==> config.mk <==
export PLATFORM = sky130hd
export DESIGN_NAME = id_ex_ctrl_pipe
export DESIGN_NICKNAME = d
export VERILOG_FILES = /design/src/rtl/id_ex_ctrl_pipe.sv
export SDC_FILE = /design/constraint.sdc
export NUM_CORES = 1
export LEC_CHECK = 0
export ABC_AREA = 1
export BUFFER_PORTS_ARGS = -buffer_cell sky130_fd_sc_hd__buf_2
export CORE_MARGIN = 2
export CORE_UTILIZATION = 48
export DETAILED_ROUTE_END_ITERATION = 8
export PLACE_DENSITY = 0.84
export SETUP_SLACK_MARGIN = 0.15
export SYNTH_ARGS = -nofsm -noshare
export SYNTH_HDL_FRONTEND = slang
export SYNTH_SLANG_ARGS = --single-unit
==> constraint.sdc <==
create_clock -name clk -period 1.5 [get_ports clk]
set_input_delay 0.15 -clock clk [delete_from_list [all_inputs] [get_ports clk]]
set_output_delay 0.15 -clock clk [all_outputs]
set_load 0.01 [all_outputs]
==> src/rtl/id_ex_ctrl_pipe.sv <==
// ---------------------------------------------------------------------------
// id_ex_ctrl_pipe
//
// Decodes the 4-bit WISC opcode sitting in ID, registers the resulting control
// bundle into the ID/EX pipeline register together with a valid bit and the
// destination register, detects load-use hazards against the instruction in
// EX, and sequences an HLT through a fixed pipeline drain to a sticky halt.
//
// Ports:
//   clk        in   rising-edge clock
//   rst_n      in   asynchronous active-low reset
//   id_valid   in   IF/ID holds a real instruction
//   opcode     in   instr[15:12]
//   id_rd      in   destination field
//   id_rs      in   source-1 field
//   id_rt      in   source-2 field
//   ext_stall  in   downstream busy, freeze the EX register
//   flush      in   taken branch, squash the instruction in ID
//   id_stall   out  hold PC and IF/ID this cycle (combinational)
//   ex_valid   out  EX holds a real instruction
//   ex_ctrl    out  {WriteReg, ALU2Mux, addrCalc, loadByteMux, DstMux,
//                    enableMem, readWriteMem, Zen, Ven, Nen}, bit 9 = WriteReg
//   ex_rd      out  registered destination
//   halted     out  sticky halt
// ---------------------------------------------------------------------------
module id_ex_ctrl_pipe #(
    parameter int REG_W       = 4,
    parameter int HLT_DRAIN   = 3,
    parameter bit LOAD_USE_EN = 1'b1
) (
    input  logic             clk,
    input  logic             rst_n,
    input  logic             id_valid,
    input  logic [3:0]       opcode,
    input  logic [REG_W-1:0] id_rd,
    input  logic [REG_W-1:0] id_rs,
    input  logic [REG_W-1:0] id_rt,
    input  logic             ext_stall,
    input  logic             flush,
    output logic             id_stall,
    output logic             ex_valid,
    output logic [9:0]       ex_ctrl,
    output logic [REG_W-1:0] ex_rd,
    output logic             halted
);

    localparam int              CNT_W     = (HLT_DRAIN < 1) ? 1 : $clog2(HLT_DRAIN + 1);
    localparam logic [CNT_W-1:0] DRAIN_TGT = CNT_W'(HLT_DRAIN);
    localparam logic [CNT_W-1:0] CNT_ONE   = CNT_W'(1);
    localparam logic [3:0]      OP_HLT    = 4'hF;
    localparam int              DST_BIT   = 5;

    logic [9:0]       idCtrl;
    logic             useRs;
    logic             useRt;
    logic             useRd;
    logic             loadUse;
    logic             loadEx;
    logic             haltPending;
    logic [CNT_W-1:0] drainCnt;
    logic [CNT_W-1:0] drainNext;

    // Control bundle per opcode, bit order as on ex_ctrl.
    always_comb begin
        idCtrl = 10'b0000000000;
        case (opcode)
            4'h0, 4'h1:       idCtrl = 10'b1000000111;
            4'h2:             idCtrl = 10'b1000000100;
            4'h3, 4'h7, 4'hE: idCtrl = 10'b1000000000;
            4'h4, 4'h5, 4'h6: idCtrl = 10'b1100000100;
            4'h8:             idCtrl = 10'b1011110000;
            4'h9:             idCtrl = 10'b0011011000;
            4'hA, 4'hB:       idCtrl = 10'b1001000000;
            default:          idCtrl = 10'b0000000000;
        endcase
    end

    // Which register fields the ID instruction actually reads; LLB/LHB read rd.
    always_comb begin
        useRs = (opcode <= 4'h9) || (opcode == 4'hD);
        useRt = (opcode <= 4'h3) || (opcode == 4'h7) || (opcode == 4'h9);
        useRd = (opcode == 4'hA) || (opcode == 4'hB);
    end

    // A load in EX (DstMux set) whose non-zero destination feeds ID forces one bubble.
    always_comb begin
        loadUse = LOAD_USE_EN && ex_valid && ex_ctrl[DST_BIT] && id_valid &&
                  (ex_rd != '0) &&
                  ((useRs && (ex_rd == id_rs)) ||
                   (useRt && (ex_rd == id_rt)) ||
                   (useRd && (ex_rd == id_rd)));
        loadEx   = !haltPending && !ext_stall && !flush && !loadUse;
        id_stall = haltPending | ext_stall | (loadUse & ~flush);
    end

    always_ff @(posedge clk or negedge rst_n) begin
        if (!rst_n) begin
            ex_valid <= 1'b0;
            ex_ctrl  <= '0;
            ex_rd    <= '0;
        end else if (haltPending) begin
            ex_valid <= 1'b0;
            ex_ctrl  <= '0;
            ex_rd    <= '0;
        end else if (ext_stall) begin
            ex_valid <= ex_valid;
        end else if (flush || loadUse) begin
            ex_valid <= 1'b0;
            ex_ctrl  <= '0;
            ex_rd    <= '0;
        end else begin
            ex_valid <= id_valid;
            ex_ctrl  <= id_valid ? idCtrl : '0;
            ex_rd    <= id_rd;
        end
    end

    assign drainNext = drainCnt + CNT_ONE;

    // halted rises on the edge that completes HLT_DRAIN non-stalled drain cycles;
    // with no drain required it rises on the first edge after haltPending.
    always_ff @(posedge clk or negedge rst_n) begin
        if (!rst_n) begin
            haltPending <= 1'b0;
            drainCnt    <= '0;
            halted      <= 1'b0;
        end else if (!haltPending) begin
            if (loadEx && id_valid && (opcode == OP_HLT)) begin
                haltPending <= 1'b1;
                drainCnt    <= '0;
            end
        end else if (!halted) begin
            if (drainCnt == DRAIN_TGT) begin
                halted <= 1'b1;
            end else if (!ext_stall) begin
                drainCnt <= drainNext;
                if (drainNext == DRAIN_TGT) begin
                    halted <= 1'b1;
                end
            end
        end
    end

endmodule

==> summary by stage, run 1 <==
Outcome
The run finished, with violations left. The final reports fail on setup timing.

Layout
Registers take ~430 um^2. Once layout is done, the placed cells without fillers occupy 1420 um^2. The area added between synthesis and finish is 34.8%. The number of fill cells in the layout is between 150 and 200. The multi-input logic area is 591 um^2.

The number of standard cells in the final layout excluding fillers is around 230. The share of final-layout standard cells stronger than drive strength 1 is 40.9%. The post-layout net count is 222. The final antenna diode count is 0.

Placement
The routability congestion estimate from global placement is roughly 0.86. The placement-stage cell area is roughly 1300 um^2. The instance count after placement with tap cells included is around 220. The count of buffers added on input and output ports is 37. The placed wire-length estimate is roughly 1.9 mm.

Setup path
The worst setup path is captured at an output pin. Data on the critical path arrives at its endpoint at about 1.6 ns. The required time at the worst-slack endpoint is ~1.4 ns. The worst setup path is launched from a flop. The maximum net fanout on the critical path is 5. The type of the worst setup path is flop to output pin.

Synth
The post-synthesis share of cell area spent on xor and xnor gates is 1.66%. The dominant synthesized flop cell is dfrtp_1. After synthesis, the largest family of logic cells by area is simple AND/OR/NAND/NOR gates. The most area-hungry cell type in the Yosys netlist is dfrtp_1.

Yosys instantiated no cell more often than nand2_1. The share of the Yosys chip area taken by registers is between 40% and 50%. The adder and majority cell fraction of the synthesized area is around 2.4%. The post-synthesis area per instance is about 6.9 um^2. After Yosys synthesis, and, or, nand and nor cells account for between 30% and 40% of the synthesized area. The synthesized design contains 0 enable-type register cells.

During synthesis, Yosys emitted a total of 0 warnings. Summed over its instances, the top area cell type makes up 40.3% of the synthesized netlist area. Synthesis produced between 150 and 200 cells. Of the post-synthesis cell area, the part taken by muxes is 0%. The cell area that synthesis handed to floorplanning was about 1100 um^2. Counting distinct cell types in the post-synthesis netlist gives 22. The net count after synthesis is roughly 180. By count the netlist is led by nand2_1 (54), inv_1 (22), dfrtp_1 (17).

The post-synthesis compound-gate area fraction is around a tenth. The synthesized design contains 17 register bits. After synthesis, the cell types taking the most area are dfrtp_1 (40%), nand2_1 (19%), inv_1 (7.8%). Of all flip-flops after synthesis, the portion carrying an async set or reset was 100%.

GRT
The number of global-route vias before repair came to 1047. For this run, the total global-route usage over all layers was measured as 22.0%. Global routing finished with a remaining overflow of 0.

The global-route wire length before repair is ~4.4 mm. The initial antenna violation count is 0. The largest net degree at the start of global routing is 18.

Clocking
The clock drives 17 sinks. At the later pin of the worst-skew pair, clock insertion delay measures 0.30 ns. The clock root buffer master is clkbuf_4. The total number of H-tree levels is 1. The clock transition at the registers of the reported paths is roughly 0.11 ns.

The number of buffers created by CTS is 3. TritonCTS built the clock tree. The clock passes through at most 2 buffers.

Power
The power after layout is roughly 1.0 mW. The power density of the placed cells is about 700 nW/um^2. The leakage power total is around 0.8 nW.

The largest vdd supply drop is roughly 0.87 mV.

Timing
Once routing completed, OpenROAD measured the worst setup slack at -0.218 ns. Summed over all failing endpoints, the final setup total negative slack is -1.06 ns. For the finished layout, the period the worst path requires is 1.72 ns. For the pin with the worst max-slew slack, the measured transition is between 0.4 and 0.5 ns. Measured against its own limit, the worst slew margin works out to between 70 and 80%. The post-route fraction of the period consumed by the critical path is 115%. Hold is met by ~0.067 ns.

Setup repair after global routing could not meet its margin everywhere. Setup violations remaining at the end of the flow were counted as 12. The max-slew violation total from the final report came to 0. Between clock sinks in the finished design, the worst skew comes to 0.00282 ns. The peak clock frequency supported by timing is between 0.5 and 0.6 GHz. The total count of hold-check failures in the final report is 0.

Route
The post-detailed-route count of antenna-violating nets is 0. Dividing the detail-routed wire length by the instance count gives between 10 and 15 um. The final wirelength is between 2 and 3 mm. The via-per-instance ratio is approximately 5.

In this run, the number of DRC markers left after iteration 0 of detailed routing was 32. The pre-antenna-repair detailed-routing pass consisted of 4 iterations. In the routed design, unresolved DRC markers number 0. The number of vias after detailed routing is between 1k and 1.5k.

Floorplan
The starting density of the core is 52.2%. The vertical die dimension is around 51 um. The die is about 51 um wide. The cell row count is 16.

The die area is between 2000 and 3000 um^2. The count of pins on the block boundary is 38. The core region is between 2000 and 2500 um^2.

Run
Max-cap violations in this run came to 0.

Worst hold path
The path class of the tightest hold or removal check is input pin to flop.
-- per-layer routing --
layer	share of wire, %	vias to the layer above	global-route usage (%)
li1	-	570	-
met1	41	510	27.5
met2	52	48	38.3
met3	5.5	6	2.63
met4	1.7	0	9.01
met5	0	-	0
-- cells in the final DEF (no fill, tap or decap) --
master          n
a21oi_1         2
a21oi_2         1
a22o_1          1
a41oi_1         1
buf_2          37
buf_4           6
clkbuf_4        3
clkinv_2        1
dfrtp_1        13
dfrtp_2         4
dlygate4sd3_1   1
ha_1            2
inv_1          19
inv_2           3
inv_4           3
nand2_1        46
nand2_2         9
nand3_1        10
nand3_2         5
nand3_4         1
nand4_1         1
nor2_1          8
nor2_2          2
nor2_4          2
nor3_1          1
o21ai_0         6
o21ai_1         3
o21ai_2         2
o21bai_1        1
o31ai_2         1
or2_2           1
xnor2_1         1
xor2_1          1
-- what timing repair did --
item | CTS | global route
endpoints found under the hold margin | 17 | 0
gates resized for setup | 4 | 21
buffers inserted | 4 | 0
hold buffers | 1 | 0
pin swaps | 5 | 12
setup endpoints to repair | 14 | 17
-- logic make-up after synthesis --
group / count (synthesis)
simple gates: 86
buf+inv: 27
compound gates: 18
flops: 17
xor+xnor: 2
fa+ha+maj: 2
-- power by group --
| part | switching, mW | internal, mW |
|---|---|---|
| sequential | 0.0273 | 0.484 |
| clock | 0.162 | 0.0995 |
| combinational | 0.128 | 0.0943 |
| total | 0.318 | 0.678 |
-- per-stage QoR --
| stage | worst slack [ns] | utilization [%] |
|---|---|---|
| floorplan | 0.153 | - |
| global placement | 0.0737 | 63.3 |
| detailed placement | 0.0195 | 63.3 |
| CTS | -0.240 | 67.3 |
| global route | -0.314 | 70.4 |
| finish | -0.218 | 70.4 |
-- flip-flops by register name (all words and copies together) (netlist names) --
name,cells
drainCnt,2
ex_ctrl,8
ex_rd,4
ex_valid,1
haltPending,1
halted,1
-- area by class of cell --
class	instances	area share [%]
Multi-Input combinational cell	108	41.5
Sequential cell	17	30.2
Timing Repair Buffer	44	16.9
Inverter	25	7.12
Tap cell	27	2.37
Clock buffer	3	1.58
Clock inverter	1	0.351
-- worst max-delay path, cell delays in order, from the launching register on --
cell and delay (ns):
dfrtp_2 0.45, nand2_1 0.08, nand2_1 0.06, nor2_2 0.14, nand3_2 0.09, nand3_2 0.09
nand2_2 0.06, o21ai_2 0.14, buf_2 0.14
-- final timing paths --
check                      depth (start not counted)                   start  slack [ns]                endpoint
min                                                2               opcode[0]        0.07  ex_ctrl[5]$_DFFE_PN0P_
max                                                8    ex_rd[2]$_DFFE_PN0P_       -0.22                id_stall
max in group asynchronous                          2                   rst_n        0.90    ex_rd[1]$_DFFE_PN0P_
min reg2reg                                        2  ex_ctrl[2]$_DFFE_PN0P_        0.48  ex_ctrl[2]$_DFFE_PN0P_
max reg2reg                                       11    ex_rd[1]$_DFFE_PN0P_       -0.13    ex_rd[2]$_DFFE_PN0P_
min in group asynchronous                          2                   rst_n        0.30  ex_ctrl[7]$_DFFE_PN0P_
Note: power is estimated with default switching activity, not from simulation.
==> inputs of run 2 (changes only) <==
Settings changed: SKIP_CTS_REPAIR_TIMING set to 1.
==> summary by stage, run 2 (synthesis gave the netlist of run 1 again) <==
Layout
Ranked by flip-flop count, first place goes to ex_ctrl. The number of flip-flops under the largest register name was 8 (unchanged). The final antenna diode count is 0 (unchanged). In the final layout, the registers with the most flip-flops are ex_ctrl (8), ex_rd (4), drainCnt (2).

Leaving out fill and tap cells, the most frequent cells in the layout are nand2_1 (46), buf_2 (37), inv_1 (19), dfrtp_1 (13), nand3_1 (10). The number of standard cells in the final layout excluding fillers came to 222 (-1.3%). The post-layout net count came to 219 (-1.4%). The area added between synthesis and finish is 32.1%. The multi-input logic area is 584 um^2 (-1.1%).

Leaving out fill and tap cells, the most frequent cell in the layout is nand2_1. The sequential cell area is 430 um^2 (unchanged). The share of final-layout standard cells stronger than drive strength 1 is 39.0% (-1.9 points). The number of fill cells in the layout is 172 (+3.0%). The final cell utilization of the core is 69.0% (-1.4 points).

Route
The number of violations reported at the end of detailed-routing iteration 0 came to 45 (+41%). The post-detailed-route wirelength per cell came to 11.9 um (-0.76%). The post-detailed-route DRC marker count is 0 (unchanged).

The post-detailed-route count of antenna-violating nets is 0 (unchanged). The via-per-instance ratio is 4.98 (-1.2%). The first-pass detailed-route iteration total is 4 (unchanged). The number of vias after detailed routing is 1106 (-2.5%). The final wirelength is 2.64 mm (-2.1%).

Power
The leakage power total is 0.786 nW (-1.9%). The largest vdd supply drop came to 0.852 mV (-2.4%). The power density of the placed cells is 705 nW/um^2 (+0.79%).

Floorplan
The cell row count is 16 (unchanged). The area of the core region is 2020 um^2 (unchanged). The count of pins on the block boundary is 38 (unchanged).

The starting density of the core is 52.2% (unchanged). The vertical die dimension is 50.9 um (unchanged). The horizontal die dimension is 50.9 um (unchanged). The die area is 2590 um^2 (unchanged).

Worst hold path
The type of the tightest min-delay check is input pin to flop. The path with the worst hold slack has its endpoint at ex_ctrl[5]$_DFFE_PN0P_. In this run the most critical hold path is launched from opcode[0].

The hold path depth is 2 (unchanged).

Timing
The final worst slack is -0.237 ns (-0.0188 ns). The minimum period implied by the final worst setup slack came to 1.74 ns (+0.0188 ns). The max-slew violation total from the final report came to 0 (unchanged). Setup repair after global routing could not meet its margin everywhere. The post-route fraction of the period consumed by the critical path was 116% (+1.3 points). The setup-violating endpoint count in the final report is 9 (-3). The total count of hold-check failures in the final report is 0 (unchanged). The peak clock frequency supported by timing is 0.576 GHz (-1.1%). The worst clock skew on the final layout came to 0.00504 ns (+0.00222 ns). The max-slew headroom at the worst pin came to 73.4% (+0.34 points). The measured slew at the worst slew-check pin is 0.395 ns (-0.00500 ns). The worst hold-check slack is 0.0765 ns (+0.00930 ns).

Setup path
The maximum net fanout on the critical path is 5 (unchanged). In this run the critical register-to-register path is captured at ex_ctrl[6]$_DFFE_PN0P_. STA classifies the critical path startpoint as a flop. The endpoint class of the critical path is an output pin. The required time at the worst-slack endpoint was 1.35 ns (about the same). The worst reg-to-reg path cell count is 9 (-2). The origin of the critical flop-to-flop path is ex_rd[3]$_DFFE_PN0P_. The arrival time of data at the critical path endpoint is 1.59 ns (+0.02 ns). By startpoint and endpoint, the worst setup path is classified as flop to output pin. The worst-case register-to-register setup slack is -0.08 ns (+0.05 ns). Tracing the worst setup path back leads to its startpoint at ex_rd[3]$_DFFE_PN0P_.

GRT
The overall overflow remaining after global route is 0 (unchanged). The total track usage came to 20.9% (-1.1 points). The number of global-route vias before repair is 991 (-5.3%). The global-route wire length before repair is 4.15 mm (-4.9%).

The initial antenna violation count came to 0 (unchanged). The largest net degree at the start of global routing is 18 (unchanged).

Outcome
The final reports fail on setup timing. The flow ran to the end, but the final reports show violations.

Clocking
The clock transition at the registers of the reported paths is 0.11 ns (about the same). The total number of H-tree levels came to 1 (unchanged). The clock tree buffer depth is 2 (unchanged). The number of buffers created by CTS is 3 (unchanged).

The sink count of the clock tree is 17 (unchanged). The tree is rooted in a clkbuf_4. TritonCTS built the clock tree. The later-pin clock latency in the skew report is 0.29 ns (about the same).

Run
The max capacitance violation total was 0 (unchanged).

Placement
The routability congestion estimate from global placement is 0.861 (unchanged). The placed wire-length estimate was 1.95 mm (unchanged). The instance count after placement with tap cells included came to 216 (unchanged). The number of input and output port buffers inserted is 37 (unchanged).

The post-placement setup slack came to 0.0195 ns (unchanged).
==> run 2: cell count changes in the layout (fill, tap and decap cells not counted) <==
cell     delta
nor2_2      -1
buf_4       -3
a21oi_1     +1
a21oi_2     -1
nor2_1      +1
==> run 2: worst max-delay path by stage <==
stage | to
global placement | id_stall
floorplan | drainCnt[0]$_DFFE_PN0P_
CTS | id_stall
detailed placement | drainCnt[0]$_DFFE_PN0P_
global route | id_stall
finish | id_stall
==> run 2: cell type report <==
class / instances / area share (%)
sequential: 17 / 30.9
clock inverter: 1 / 0.359
tap: 27 / 2.42
timing repair buffer: 41 / 15.6
multi-input combinational: 108 / 41.9
clock buffer: 3 / 1.61
inverter: 25 / 7.26
==> run 2: worst max-delay path, stage by stage (launching register included) <==
cell and delay (ns):
dfrtp_2 0.46, xor2_1 0.16, nor2_1 0.15, nand3_2 0.08
nand3_2 0.09, nand2_2 0.07, o21ai_2 0.15, buf_2 0.14
==> run 2: stage by stage <==
step | TNS (ns) | power [mW] | cell area (um^2)
floorplan | 0 | 0.638 | 1060
global placement | 0 | 0.700 | 1280
detailed placement | 0 | 0.719 | 1280
CTS | -0.319 | 0.969 | 1310
global route | -1.87 | 1.04 | 1400
finish | -0.529 | 0.983 | 1400
==> run 2: where the power goes <==
group          total, mW  internal (mW)  switching (mW)
Clock              0.255         0.0992           0.155
Sequential         0.511          0.484          0.0273
Combinational      0.217         0.0912           0.126
==> run 2: per-layer routing <==
metal  track usage, %  vias up  wire length, um
li1                 -      563                -
met1             27.0      496             1140
met2             35.7       41             1350
met3             1.75        6              118
met4             9.01        0               29
met5                0        -                0
==> inputs of run 3 (changes only) <==
Settings changed: MAX_ROUTING_LAYER set to met4.
==> summary by stage, run 3 (synthesis gave the netlist of run 1 again) <==
Outcome
The flow ran to the end, but the final reports show violations. The final reports fail on setup timing.

Floorplan
The vertical die dimension came to 50.9 um (unchanged). The count of pins on the block boundary is 38 (unchanged). The starting density of the core is 52.2% (unchanged). The area of the core region is 2020 um^2 (unchanged). The horizontal die dimension is 50.9 um (unchanged). The cell row count came to 16 (unchanged).

The die area is 2590 um^2 (unchanged).

GRT
The overall overflow remaining after global route was 0 (unchanged). The total track usage is 21.5% (+0.56 points). The initial antenna violation count is 0 (unchanged). The largest net degree at the start of global routing is 18 (unchanged). The global-route wire length before repair is 4.16 mm (+0.17%). The number of global-route vias before repair is 991 (unchanged).

Clocking
The CTS tree is yes. The total number of H-tree levels is 1 (unchanged). The clock tree buffer depth is 2 (unchanged). The later-pin clock latency in the skew report is 0.29 ns (about the same). The number of buffers created by CTS was 3 (unchanged). The clock transition at the registers of the reported paths is 0.11 ns (about the same).

The clock root buffer master is clkbuf_4. The sink count of the clock tree came to 17 (unchanged).

Setup path
STA classifies the critical path endpoint as an output pin. The type of the worst setup path is flop to output pin. The maximum net fanout on the critical path is 5 (unchanged).

The arrival time of data at the critical path endpoint is 1.59 ns (about the same). The required time at the worst-slack endpoint is 1.35 ns (about the same). STA classifies the critical path startpoint as a flop.

Route
The final wirelength is 2.64 mm (unchanged). The number of violations reported at the end of detailed-routing iteration 0 was 45 (unchanged). The number of vias after detailed routing was 1106 (unchanged). The total length of routed met3 wires is 120 um (+1.7%). The via-per-instance ratio is 4.98 (unchanged). The post-detailed-route wirelength per cell is 11.9 um (unchanged). The post-detailed-route DRC marker count is 0 (unchanged). The first-pass detailed-route iteration total came to 4 (unchanged). The routed metal-1 wire length is 1.13 mm (-0.18%). The post-detailed-route count of antenna-violating nets is 0 (unchanged). Routed signal wires occupy layers up through met4. The routed length on met2 is 1.35 mm (unchanged).

Power
The cell-internal power was 0.674 mW (about the same). The power share of the sequential group was 52.0% (about the same). The largest vdd supply drop is 0.852 mV (about the same).

The power after layout is 0.983 mW (about the same). The net load switching power is 0.309 mW (about the same). The fraction of power consumed by the clock network is 25.9% (about the same). The power density of the placed cells is 705 nW/um^2 (about the same).

The leakage power total is 0.786 nW (unchanged). The switching portion of total power came to 31.4% (about the same). The share of total power in combinational logic is 22.1% (about the same).

Placement
The placed wire-length estimate was 1.95 mm (unchanged). The post-placement setup slack is 0.0195 ns (unchanged). The number of input and output port buffers inserted was 37 (unchanged). The routability congestion estimate from global placement is 0.875 (+1.6%).

Timing
The sum of negative setup slack is -0.529 ns (-0.000106 ns). Setup repair after global routing could not meet its margin everywhere. The total count of hold-check failures in the final report is 0 (unchanged).

The max-slew headroom at the worst pin is 73.4% (about the same). The worst clock skew on the final layout was 0.00504 ns (-0.0000000200 ns). The max-slew violation total from the final report is 0 (unchanged).

The peak clock frequency supported by timing came to 0.576 GHz (about the same). The measured slew at the worst slew-check pin is 0.395 ns (+0.00000632 ns). The minimum period implied by the final worst setup slack is 1.74 ns (-0.0000590 ns). The setup-violating endpoint count in the final report is 9 (unchanged).

The final worst slack was -0.237 ns (+0.0000590 ns). The post-route fraction of the period consumed by the critical path is 116% (about the same).

Layout
The area added between synthesis and finish was 32.1% (unchanged). The top cell types in the final layout, fill and taps aside, are nand2_1 (46), buf_2 (37), inv_1 (19), dfrtp_1 (13), nand3_1 (10). The number of flip-flops under the largest register name is 8 (unchanged). The share of final-layout standard cells stronger than drive strength 1 is 39.0% (unchanged). The final cell utilization of the core was 69.0% (unchanged). The post-layout net count is 219 (unchanged). Leaving out fill and tap cells, the most frequent cell in the layout is nand2_1.

The number of fill cells in the layout is 172 (unchanged). The sequential cell area is 430 um^2 (unchanged). The final antenna diode count is 0 (unchanged). The largest registers in the layout are ex_ctrl (8), ex_rd (4), drainCnt (2). Ranked by flip-flop count, first place goes to ex_ctrl. The multi-input logic area is 584 um^2 (unchanged).

Run
The max capacitance violation total is 0 (unchanged).

Worst hold path
The type of the tightest min-delay check is input pin to flop.
-- run 3: power groups by stage --
stage / Sequential (mW) / Clock (mW) / Combinational (mW)
after global placement: 0.516 / 0 / 0.184
final: 0.511 / 0.255 / 0.217
after global routing: 0.514 / 0.278 / 0.248
after CTS: 0.511 / 0.259 / 0.199
after detailed placement: 0.520 / 0 / 0.199
after floorplan: 0.512 / 0 / 0.127
-- run 3: critical path: stages (launching register included) --
cell     delay [ns]
dfrtp_2        0.46
xor2_1         0.16
nor2_1         0.15
nand3_2        0.08
nand3_2        0.09
nand2_2        0.07
o21ai_2        0.15
buf_2          0.14
-- run 3: layout make-up --
type,count,area share (%)
well taps,27,2.42
inverters,25,7.26
multi-input cells,108,41.9
repair buffers,41,15.6
flip-flops and latches,17,30.9
clock inverters,1,0.359
clock buffers,3,1.61
-- run 3: final timing paths --
path                                              from                endpoint  depth (start not counted)  slack [ns]
worst max-delay path              ex_rd[3]$_DFFE_PN0P_                id_stall                          7       -0.24
worst min-delay path                         opcode[0]  ex_ctrl[5]$_DFFE_PN0P_                          2        0.08
worst max register to register    ex_rd[3]$_DFFE_PN0P_  ex_ctrl[6]$_DFFE_PN0P_                          9       -0.08
worst min register to register  ex_ctrl[2]$_DFFE_PN0P_  ex_ctrl[2]$_DFFE_PN0P_                          2        0.48
max in group asynchronous                        rst_n    ex_rd[1]$_DFFE_PN0P_                          2        0.89
min in group asynchronous                        rst_n  ex_ctrl[7]$_DFFE_PN0P_                          2        0.31
-- run 3: routing by layer --
layer / GRT usage [%] / vias to the layer above
li1: - / 563
met1: 27.0 / 496
met2: 35.7 / 41
met3: 1.75 / 6
met4: 9.01 / 0
met5: - / -
-- run 3: through the flow --
step | area [um^2] | hold WS [ns] | std cells
floorplan | 1060 | -0.146 | 152
global placement | 1280 | 0.0884 | 216
detailed placement | 1280 | 0.0901 | 216
CTS | 1310 | -0.237 | 220
global route | 1400 | 0.0719 | 222
finish | 1400 | 0.0765 | 222
